File: config.mk
export PLATFORM = sky130hd
export DESIGN_NAME = mem_arbiter_flat
export DESIGN_NICKNAME = d
export VERILOG_FILES = /design/src/rtl/mem_arbiter_pkg.sv /design/src/rtl/mem_arbiter_if.sv /design/src/rtl/mem_arbiter_pick.sv /design/src/rtl/mem_arbiter.sv /design/src/flat_wrapper.sv
export SDC_FILE = /design/constraint.sdc
export NUM_CORES = 1
export LEC_CHECK = 0
export CAP_MARGIN = 20
export CORE_MARGIN = 1
export CORE_UTILIZATION = 35
export CTS_CLUSTER_SIZE = 30
export DETAILED_ROUTE_END_ITERATION = 8
export GPL_ROUTABILITY_DRIVEN = 0
export PLACE_DENSITY = 0.7
export SLEW_MARGIN = 20
export SYNTH_ARGS = -nofsm -noshare
export SYNTH_HDL_FRONTEND = slang
export SYNTH_HIERARCHICAL = 1
export SYNTH_SLANG_ARGS = --single-unit
File: constraint.sdc
create_clock -name clk -period 6.71 [get_ports clk]
set_input_delay 1.0065 -clock clk [delete_from_list [all_inputs] [get_ports clk]]
set_output_delay 1.0065 -clock clk [all_outputs]
set_load 0.005 [all_outputs]
File: src/rtl/mem_arbiter_pkg.sv
// Shared types for the cartridge memory arbiter.
//   requester_t : identifies which requester owns the memory port
//   state_t     : arbiter FSM states
//   TMO_W       : width of the completion-timeout counter (TIMEOUT <= 255)
//   req_onehot  : maps a requester to its bit in {host, prg, chr} vectors
package mem_arb_pkg;

  typedef enum logic [1:0] {REQ_NONE, REQ_CHR, REQ_PRG, REQ_HOST} requester_t;

  typedef enum logic {IDLE, BUSY} state_t;

  localparam int unsigned TMO_W = 8;

  function automatic logic [2:0] req_onehot(input requester_t r);
    case (r)
      REQ_CHR:  return 3'b001;
      REQ_PRG:  return 3'b010;
      REQ_HOST: return 3'b100;
      default:  return 3'b000;
    endcase
  endfunction

endpackage

File: src/rtl/mem_arbiter_if.sv
// Bus bundle for mem_arbiter: three requester ports (chr, prg, host) and the
// single downstream memory-controller port.
//   slave  : arbiter side (takes requests, drives acks and mem_*)
//   master : environment side (requesters + memory controller)
interface mem_arbiter_if #(
  parameter int unsigned ADDR_BITS = 22,
  parameter int unsigned DATA_BITS = 8
);

  logic                 chr_req, chr_we, chr_ack;
  logic [ADDR_BITS-1:0] chr_addr;
  logic [DATA_BITS-1:0] chr_wdata;

  logic                 prg_req, prg_we, prg_ack;
  logic [ADDR_BITS-1:0] prg_addr;
  logic [DATA_BITS-1:0] prg_wdata;

  logic                 host_req, host_we, host_ack;
  logic [ADDR_BITS-1:0] host_addr;
  logic [DATA_BITS-1:0] host_wdata;

  logic [DATA_BITS-1:0] rdata;

  logic                 mem_req, mem_we, mem_ack;
  logic [ADDR_BITS-1:0] mem_addr;
  logic [DATA_BITS-1:0] mem_wdata, mem_rdata;

  logic                 timeout_err;

  modport slave (
    input  chr_req, chr_we, chr_addr, chr_wdata,
    input  prg_req, prg_we, prg_addr, prg_wdata,
    input  host_req, host_we, host_addr, host_wdata,
    input  mem_ack, mem_rdata,
    output chr_ack, prg_ack, host_ack, rdata,
    output mem_req, mem_we, mem_addr, mem_wdata, timeout_err
  );

  modport master (
    output chr_req, chr_we, chr_addr, chr_wdata,
    output prg_req, prg_we, prg_addr, prg_wdata,
    output host_req, host_we, host_addr, host_wdata,
    output mem_ack, mem_rdata,
    input  chr_ack, prg_ack, host_ack, rdata,
    input  mem_req, mem_we, mem_addr, mem_wdata, timeout_err
  );

endinterface

File: src/rtl/mem_arbiter_pick.sv
// Combinational priority select for mem_arbiter.
//   elig_i       : eligible requesters, bit0 chr, bit1 prg, bit2 host
//   force_host_i : starvation guard tripped, host wins if eligible
//   winner_o     : selected requester, REQ_NONE when nothing eligible
module mem_arb_pick
  import mem_arb_pkg::*;
(
  input  logic [2:0] elig_i,
  input  logic       force_host_i,
  output requester_t winner_o
);

  always_comb begin
    winner_o = REQ_NONE;
    if (force_host_i && elig_i[2]) winner_o = REQ_HOST;
    else if (elig_i[0])            winner_o = REQ_CHR;
    else if (elig_i[1])            winner_o = REQ_PRG;
    else if (elig_i[2])            winner_o = REQ_HOST;
  end

endmodule

File: src/rtl/mem_arbiter.sv
// Arbitrates one cartridge memory port between chr, prg and host requesters.
// Fixed priority chr > prg > host, with host forced after HOST_MAX_WAIT
// consecutive non-host grants while host waits. A transaction without
// mem_ack for TIMEOUT cycles is aborted with timeout_err and an ack.
//   clk   : system clock
//   reset : asynchronous active-high reset
//   bus   : requester and memory signals (mem_arbiter_if.slave)
module mem_arbiter
  import mem_arb_pkg::*;
#(
  parameter int unsigned ADDR_BITS     = 22,
  parameter int unsigned DATA_BITS     = 8,
  parameter int unsigned HOST_MAX_WAIT = 8,
  parameter int unsigned TIMEOUT       = 255
) (
  input  logic         clk,
  input  logic         reset,
  mem_arbiter_if.slave bus
);

  localparam int unsigned STARVE_W = (HOST_MAX_WAIT > 0) ? $clog2(HOST_MAX_WAIT + 1) : 1;

  state_t               state_q, state_d;
  requester_t           owner_q, owner_d;
  logic                 mem_req_q, mem_req_d;
  logic                 mem_we_q, mem_we_d;
  logic [ADDR_BITS-1:0] mem_addr_q, mem_addr_d;
  logic [DATA_BITS-1:0] mem_wdata_q, mem_wdata_d;
  logic [DATA_BITS-1:0] rdata_q, rdata_d;
  logic [2:0]           ack_q, ack_d;
  logic                 terr_q, terr_d;
  logic [STARVE_W-1:0]  starve_q, starve_d;
  logic [TMO_W-1:0]     tmo_q, tmo_d;
  logic                 pend_q, pend_d;

  logic [2:0]           elig;
  logic                 force_host;
  requester_t           winner;

  // The requester acked this cycle is the one masked for this IDLE cycle.
  assign elig       = {bus.host_req, bus.prg_req, bus.chr_req} & ~ack_q;
  assign force_host = (starve_q == STARVE_W'(HOST_MAX_WAIT));

  mem_arb_pick u_pick (
    .elig_i       (elig),
    .force_host_i (force_host),
    .winner_o     (winner)
  );

  // mem_ack drops mem_req and captures rdata at once; the ack is issued one
  // cycle later (pend_q) so it coincides with the return to IDLE and the mask.
  always_comb begin
    state_d     = state_q;
    owner_d     = owner_q;
    mem_req_d   = mem_req_q;
    mem_we_d    = mem_we_q;
    mem_addr_d  = mem_addr_q;
    mem_wdata_d = mem_wdata_q;
    rdata_d     = rdata_q;
    starve_d    = starve_q;
    tmo_d       = tmo_q;
    pend_d      = pend_q;
    ack_d       = '0;
    terr_d      = 1'b0;
    case (state_q)
      IDLE: begin
        if (winner != REQ_NONE) begin
          case (winner)
            REQ_CHR: begin
              mem_we_d    = bus.chr_we;
              mem_addr_d  = bus.chr_addr;
              mem_wdata_d = bus.chr_wdata;
            end
            REQ_PRG: begin
              mem_we_d    = bus.prg_we;
              mem_addr_d  = bus.prg_addr;
              mem_wdata_d = bus.prg_wdata;
            end
            default: begin
              mem_we_d    = bus.host_we;
              mem_addr_d  = bus.host_addr;
              mem_wdata_d = bus.host_wdata;
            end
          endcase
          mem_req_d = 1'b1;
          owner_d   = winner;
          tmo_d     = '0;
          pend_d    = 1'b0;
          state_d   = BUSY;
          if (winner == REQ_HOST)  starve_d = '0;
          else if (bus.host_req)   starve_d = force_host ? starve_q : starve_q + STARVE_W'(1);
          else                     starve_d = '0;
        end
      end
      BUSY: begin
        if (pend_q) begin
          ack_d   = req_onehot(owner_q);
          pend_d  = 1'b0;
          state_d = IDLE;
        end else if (bus.mem_ack) begin
          mem_req_d = 1'b0;
          rdata_d   = bus.mem_rdata;
          pend_d    = 1'b1;
        end else if (tmo_q == TMO_W'(TIMEOUT - 1)) begin
          mem_req_d = 1'b0;
          rdata_d   = '0;
          ack_d     = req_onehot(owner_q);
          terr_d    = 1'b1;
          state_d   = IDLE;
        end else begin
          tmo_d = tmo_q + TMO_W'(1);
        end
      end
      default: state_d = IDLE;
    endcase
  end

  always_ff @(posedge clk or posedge reset) begin
    if (reset) begin
      state_q     <= IDLE;
      owner_q     <= REQ_NONE;
      mem_req_q   <= 1'b0;
      mem_we_q    <= 1'b0;
      mem_addr_q  <= '0;
      mem_wdata_q <= '0;
      rdata_q     <= '0;
      ack_q       <= '0;
      terr_q      <= 1'b0;
      starve_q    <= '0;
      tmo_q       <= '0;
      pend_q      <= 1'b0;
    end else begin
      state_q     <= state_d;
      owner_q     <= owner_d;
      mem_req_q   <= mem_req_d;
      mem_we_q    <= mem_we_d;
      mem_addr_q  <= mem_addr_d;
      mem_wdata_q <= mem_wdata_d;
      rdata_q     <= rdata_d;
      ack_q       <= ack_d;
      terr_q      <= terr_d;
      starve_q    <= starve_d;
      tmo_q       <= tmo_d;
      pend_q      <= pend_d;
    end
  end

  assign bus.mem_req     = mem_req_q;
  assign bus.mem_we      = mem_we_q;
  assign bus.mem_addr    = mem_addr_q;
  assign bus.mem_wdata   = mem_wdata_q;
  assign bus.rdata       = rdata_q;
  assign bus.chr_ack     = ack_q[0];
  assign bus.prg_ack     = ack_q[1];
  assign bus.host_ack    = ack_q[2];
  assign bus.timeout_err = terr_q;

endmodule
File: src/flat_wrapper.sv
// flat-port wrapper written by rule: the top's interface ports become plain ports
module mem_arbiter_flat import mem_arb_pkg::*;
#(
  parameter int unsigned ADDR_BITS     = 22,
  parameter int unsigned DATA_BITS     = 8,
  parameter int unsigned HOST_MAX_WAIT = 8,
  parameter int unsigned TIMEOUT       = 255
)
  (clk, reset, bus_chr_req, bus_chr_we, bus_chr_addr, bus_chr_wdata, bus_prg_req, bus_prg_we, bus_prg_addr, bus_prg_wdata, bus_host_req, bus_host_we, bus_host_addr, bus_host_wdata, bus_mem_ack, bus_mem_rdata, bus_chr_ack, bus_prg_ack, bus_host_ack, bus_rdata, bus_mem_req, bus_mem_we, bus_mem_addr, bus_mem_wdata, bus_timeout_err);
  mem_arbiter_if #(.ADDR_BITS(ADDR_BITS), .DATA_BITS(DATA_BITS)) bus_i ();
  input  logic clk;
  input  logic reset;
  input wire logic [$bits(bus_i.chr_req)-1:0] bus_chr_req;
  input wire logic [$bits(bus_i.chr_we)-1:0] bus_chr_we;
  input wire logic [$bits(bus_i.chr_addr)-1:0] bus_chr_addr;
  input wire logic [$bits(bus_i.chr_wdata)-1:0] bus_chr_wdata;
  input wire logic [$bits(bus_i.prg_req)-1:0] bus_prg_req;
  input wire logic [$bits(bus_i.prg_we)-1:0] bus_prg_we;
  input wire logic [$bits(bus_i.prg_addr)-1:0] bus_prg_addr;
  input wire logic [$bits(bus_i.prg_wdata)-1:0] bus_prg_wdata;
  input wire logic [$bits(bus_i.host_req)-1:0] bus_host_req;
  input wire logic [$bits(bus_i.host_we)-1:0] bus_host_we;
  input wire logic [$bits(bus_i.host_addr)-1:0] bus_host_addr;
  input wire logic [$bits(bus_i.host_wdata)-1:0] bus_host_wdata;
  input wire logic [$bits(bus_i.mem_ack)-1:0] bus_mem_ack;
  input wire logic [$bits(bus_i.mem_rdata)-1:0] bus_mem_rdata;
  output wire logic [$bits(bus_i.chr_ack)-1:0] bus_chr_ack;
  output wire logic [$bits(bus_i.prg_ack)-1:0] bus_prg_ack;
  output wire logic [$bits(bus_i.host_ack)-1:0] bus_host_ack;
  output wire logic [$bits(bus_i.rdata)-1:0] bus_rdata;
  output wire logic [$bits(bus_i.mem_req)-1:0] bus_mem_req;
  output wire logic [$bits(bus_i.mem_we)-1:0] bus_mem_we;
  output wire logic [$bits(bus_i.mem_addr)-1:0] bus_mem_addr;
  output wire logic [$bits(bus_i.mem_wdata)-1:0] bus_mem_wdata;
  output wire logic [$bits(bus_i.timeout_err)-1:0] bus_timeout_err;
  assign bus_i.chr_req = bus_chr_req;
  assign bus_i.chr_we = bus_chr_we;
  assign bus_i.chr_addr = bus_chr_addr;
  assign bus_i.chr_wdata = bus_chr_wdata;
  assign bus_i.prg_req = bus_prg_req;
  assign bus_i.prg_we = bus_prg_we;
  assign bus_i.prg_addr = bus_prg_addr;
  assign bus_i.prg_wdata = bus_prg_wdata;
  assign bus_i.host_req = bus_host_req;
  assign bus_i.host_we = bus_host_we;
  assign bus_i.host_addr = bus_host_addr;
  assign bus_i.host_wdata = bus_host_wdata;
  assign bus_i.mem_ack = bus_mem_ack;
  assign bus_i.mem_rdata = bus_mem_rdata;
  assign bus_chr_ack = bus_i.chr_ack;
  assign bus_prg_ack = bus_i.prg_ack;
  assign bus_host_ack = bus_i.host_ack;
  assign bus_rdata = bus_i.rdata;
  assign bus_mem_req = bus_i.mem_req;
  assign bus_mem_we = bus_i.mem_we;
  assign bus_mem_addr = bus_i.mem_addr;
  assign bus_mem_wdata = bus_i.mem_wdata;
  assign bus_timeout_err = bus_i.timeout_err;
  mem_arbiter #(.ADDR_BITS(ADDR_BITS), .DATA_BITS(DATA_BITS), .HOST_MAX_WAIT(HOST_MAX_WAIT), .TIMEOUT(TIMEOUT)) u_core (.clk(clk), .reset(reset), .bus(bus_i));
endmodule
==> summary.md <==
### Drt
• Via-to-Cell Ratio: 5.08
• post-route ant nets: 0
• total via count in the routed design: 3139
• mean routed wirelength per cell: 14.3 um
• number of detailed-routing iterations run before antenna repair: 4
• number of DRC markers in iteration 0: 112
• DR DRC count: 0
• routed wire length: 8.87 mm

### Yosys
• Post-Synthesis Net Count: 483
• Post-synth EDFFs: 0
• Synth Register Bits: 60
• number of distinct library cell variants in the gate-level netlist after synthesis: 43
• sequential cell area fraction in the yosys report: 47.4%
• ys flop type: sky130_fd_sc_hd__dfrtp_1
• syn_area_per_cell: 8.62 um^2
• library cell occupying the most area in the post-synthesis netlist: sky130_fd_sc_hd__dfrtp_1
• number of warnings reported in the yosys synthesis log: 6
• Mapped Area: 0.00317 mm^2
• gate count after technology mapping: 368
• most numerous cell types in the synthesized netlist: 79 x sky130_fd_sc_hd__o21ai_0, 76 x sky130_fd_sc_hd__nand2_1, 60 x sky130_fd_sc_hd__dfrtp_1
• leading cell type by number of instances after synthesis: sky130_fd_sc_hd__o21ai_0
• top post-synthesis cells by area: sky130_fd_sc_hd__dfrtp_1 47%, sky130_fd_sc_hd__o21ai_0 12%, sky130_fd_sc_hd__nand2_1 9.0%
• share of the synthesized area in the top cell type: 47.4%
• Post-synth ARST share: 100%

### Place
• Final HPWL DP: 6.41 mm
• dpl cell area: 0.00473 mm^2
• Port-buffer cells: 150

### Critical path
• endpoint arrival time on the critical path: 3.32 ns
• data required time of the worst path: 6.94 ns
• Buffers & Inverters on Critical Path: 2
• biggest fanout along the worst timing path: 62
• crit path launch type: primary input
• Crit path top cell by count: sky130_fd_sc_hd__o21ai_0
• Top delay family on crit path: adder cells
• highest-delay cell along the critical path: sky130_fd_sc_hd__ha_2
• CP Class: in2reg
• Max stage delay on crit path: 0.90 ns
• crit end category: register
• cells along the critical path: clkdlybuf4s50_1 -> nor2b_1 -> a22o_1 -> inv_1 -> ha_2 -> o21ai_0 -> o21ai_0

### Clock tree
• clock-pin slew reported for the worst setup and hold paths after clock tree synthesis: 0.06 ns
• cts repair resizes: 0
• number of buffers added to fix hold violations after cts: 0
• Post-CTS Setup Bufs: 0
• clock tree from TritonCTS: built
• Clk Tree Root Cell: sky130_fd_sc_hd__clkbuf_8
• CTS HTree Levels: 3
• clock latency at the later pin of the worst-skew pair: 0.33 ns
• number of buffers inserted during clock tree synthesis: 9
• # clock sinks: 60
• clock buffer depth: 2

### Timing
• setup repair after global routing missed its margin: false
• hold_ws: 0.478 ns
• final count of hold timing violations: 0
• fin crit period: 3.09 ns
• actual slew at the worst max-slew pin: 0.866 ns
• max-slew violation total from the final report: 0
• Worst Skew: 0.00764 ns
• headroom to the max-slew limit: 42.3%
• share of the clock period used by the worst path after layout: 46.1%
• Setup Viol. Count Final: 0
• Max Fclk: 324 MHz
• setup TNS: 0 ns

### Worst hold path
• worst min-delay path class: reg2reg

### Finish
• fin util: 56.4%
• diode count: 0
• post-route cell area: 0.00494 mm^2
• fraction of final layout cells sized beyond drive strength 1: 4.90%
• final layout net count: 622
• Area growth syn-to-layout: 55.9%
• layout filler cell count: 820

### Pwr
• power density normalized to cell area: 358 mW/mm^2
• combinational share of power: 45.7%
• part of the total power dissipated in the clock network: 19.2%
• sequential fraction of design power: 35.2%
• P_leak: 0.00212 uW
• Internal: 1140 uW
• Switch Pwr: 631 uW
• VDD IR-drop max: 0.000191 V
• switching power share of the total: 35.6%

### GRT
• Total Routing Usage GR: 19.2%
• largest net degree at the start of global routing: 73
• GRT met2 Usage: 32.4%
• first-pass GRT wire length: 14.6 mm
• initial antenna violation count: 0
• vias in the first global route: 3167
• layer with the highest usage after global routing: met2
• fraction of met3 tracks used by global routing: 6.62%
• met1 track demand over resource: 22.4%
• final global-route overflow total: 0

### Die
• die width: 97.2 um
• IO Count: 151
• cell row count: 34
• Initial Util: 36.2%
• CORE AREA: 0.00876 mm^2
• die outline area: 0.00944 mm^2
• height of the chip: 97.2 um

### Flow run
• maximum capacitance violations: 0

### Status
• outcome: completed

[sequential cells by signal, indices dropped and copies added (netlist names)]
register	flops
u_core/bus.mem_addr	22
u_core/bus.mem_wdata	8
u_core/bus.rdata	8
u_core/tmo_q	8
u_core/starve_q	4
u_core/ack_q	3
u_core/owner_q	2
u_core/bus.mem_req	1
u_core/bus.mem_we	1
u_core/bus.timeout_err	1
u_core/pend_q	1
u_core/state_q	1
[metrics by stage]
step	setup slack (ns)	instances	total power, uW
after floorplan	4.11	368	1040
after global placement	3.03	604	1420
after detailed placement	2.95	604	1450
after CTS	3.29	618	1800
after global routing	3.44	618	1920
final	3.62	618	1770
[path summary, 6_finish.rpt]
check | start | endpoint | slack [ns] | cells past startpoint
max | bus_host_req | u_core/bus.mem_addr[0] | 3.62 | 7
min | u_core/owner_q[0] | u_core/ack_q[1] | 0.48 | 1
max reg2reg | u_core/starve_q[0] | u_core/bus.mem_addr[0] | 3.99 | 10
min reg2reg | u_core/owner_q[0] | u_core/ack_q[1] | 0.48 | 1
max in group asynchronous | reset | u_core/bus.mem_wdata[1] | 5.01 | 3
min in group asynchronous | reset | u_core/bus.rdata[2] | 1.22 | 3
[layout by cell type (no fill, tap or decap), types with 2 or more instances in the layout]
cell type,n
sky130_fd_sc_hd__clkdlybuf4s50_1,150
sky130_fd_sc_hd__o21ai_0,79
sky130_fd_sc_hd__nand2_1,76
sky130_fd_sc_hd__dfrtp_1,60
sky130_fd_sc_hd__a22oi_1,31
sky130_fd_sc_hd__inv_1,17
sky130_fd_sc_hd__clkbuf_8,13
sky130_fd_sc_hd__nand3_1,11
sky130_fd_sc_hd__nor2_1,8
sky130_fd_sc_hd__ha_1,7
sky130_fd_sc_hd__nand2b_1,5
sky130_fd_sc_hd__nor2b_1,4
sky130_fd_sc_hd__nand4_1,3
sky130_fd_sc_hd__a21oi_1,3
sky130_fd_sc_hd__a31oi_1,3
sky130_fd_sc_hd__nor3b_1,3
sky130_fd_sc_hd__nor3_1,3
sky130_fd_sc_hd__buf_4,3
sky130_fd_sc_hd__o21a_1,2
sky130_fd_sc_hd__mux2i_1,2
sky130_fd_sc_hd__a22o_1,2
sky130_fd_sc_hd__o311ai_0,2
[power groups by stage]
stage                     clock (uW)  sequential (uW)  combinational (uW)
after floorplan                    0              610                 426
final                            340              623                 809
after global placement             0              619                 800
after global routing             363              646                 908
after detailed placement           0              627                 822
after CTS                        350              624                 825
[cell families after synthesis]
logic type / share of synthesized area [%]
fa+ha+maj: 3.16
simple gates: 19.3
compound gates: 24.0
buf+inv: 5.29
flops: 47.4
mux: 0.987
[area by class of cell]
| cell class | instances | area [um^2] | area share, % |
|---|---|---|---|
| clock buffers | 13 | 179 | 3.62 |
| flip-flops and latches | 60 | 1500 | 30.4 |
| multi-input cells | 265 | 1510 | 30.5 |
| inverters | 18 | 67.6 | 1.37 |
| well taps | 108 | 135 | 2.73 |
| clock inverters | 1 | 30.0 | 0.607 |
| repair buffers | 153 | 1520 | 30.8 |
[routing by layer]
| metal | wire [um] | vias up | share of wire (%) |
|---|---|---|---|
| li1 | - | 1566 | - |
| met1 | 3600 | 1447 | 41 |
| met2 | 4440 | 108 | 50 |
| met3 | 590 | 18 | 6.7 |
| met4 | 231 | 0 | 2.6 |
| met5 | 0 | - | 0 |
[worst reg2reg max path: cells and delay by family (launching register included)]
family	cells	cell delay (ns)
flops	1	0.40
compound gates	3	0.65
buf+inv	3	0.31
fa+ha+maj	2	1.05
simple gates	2	0.23
Note: power is estimated with default switching activity, not from simulation.
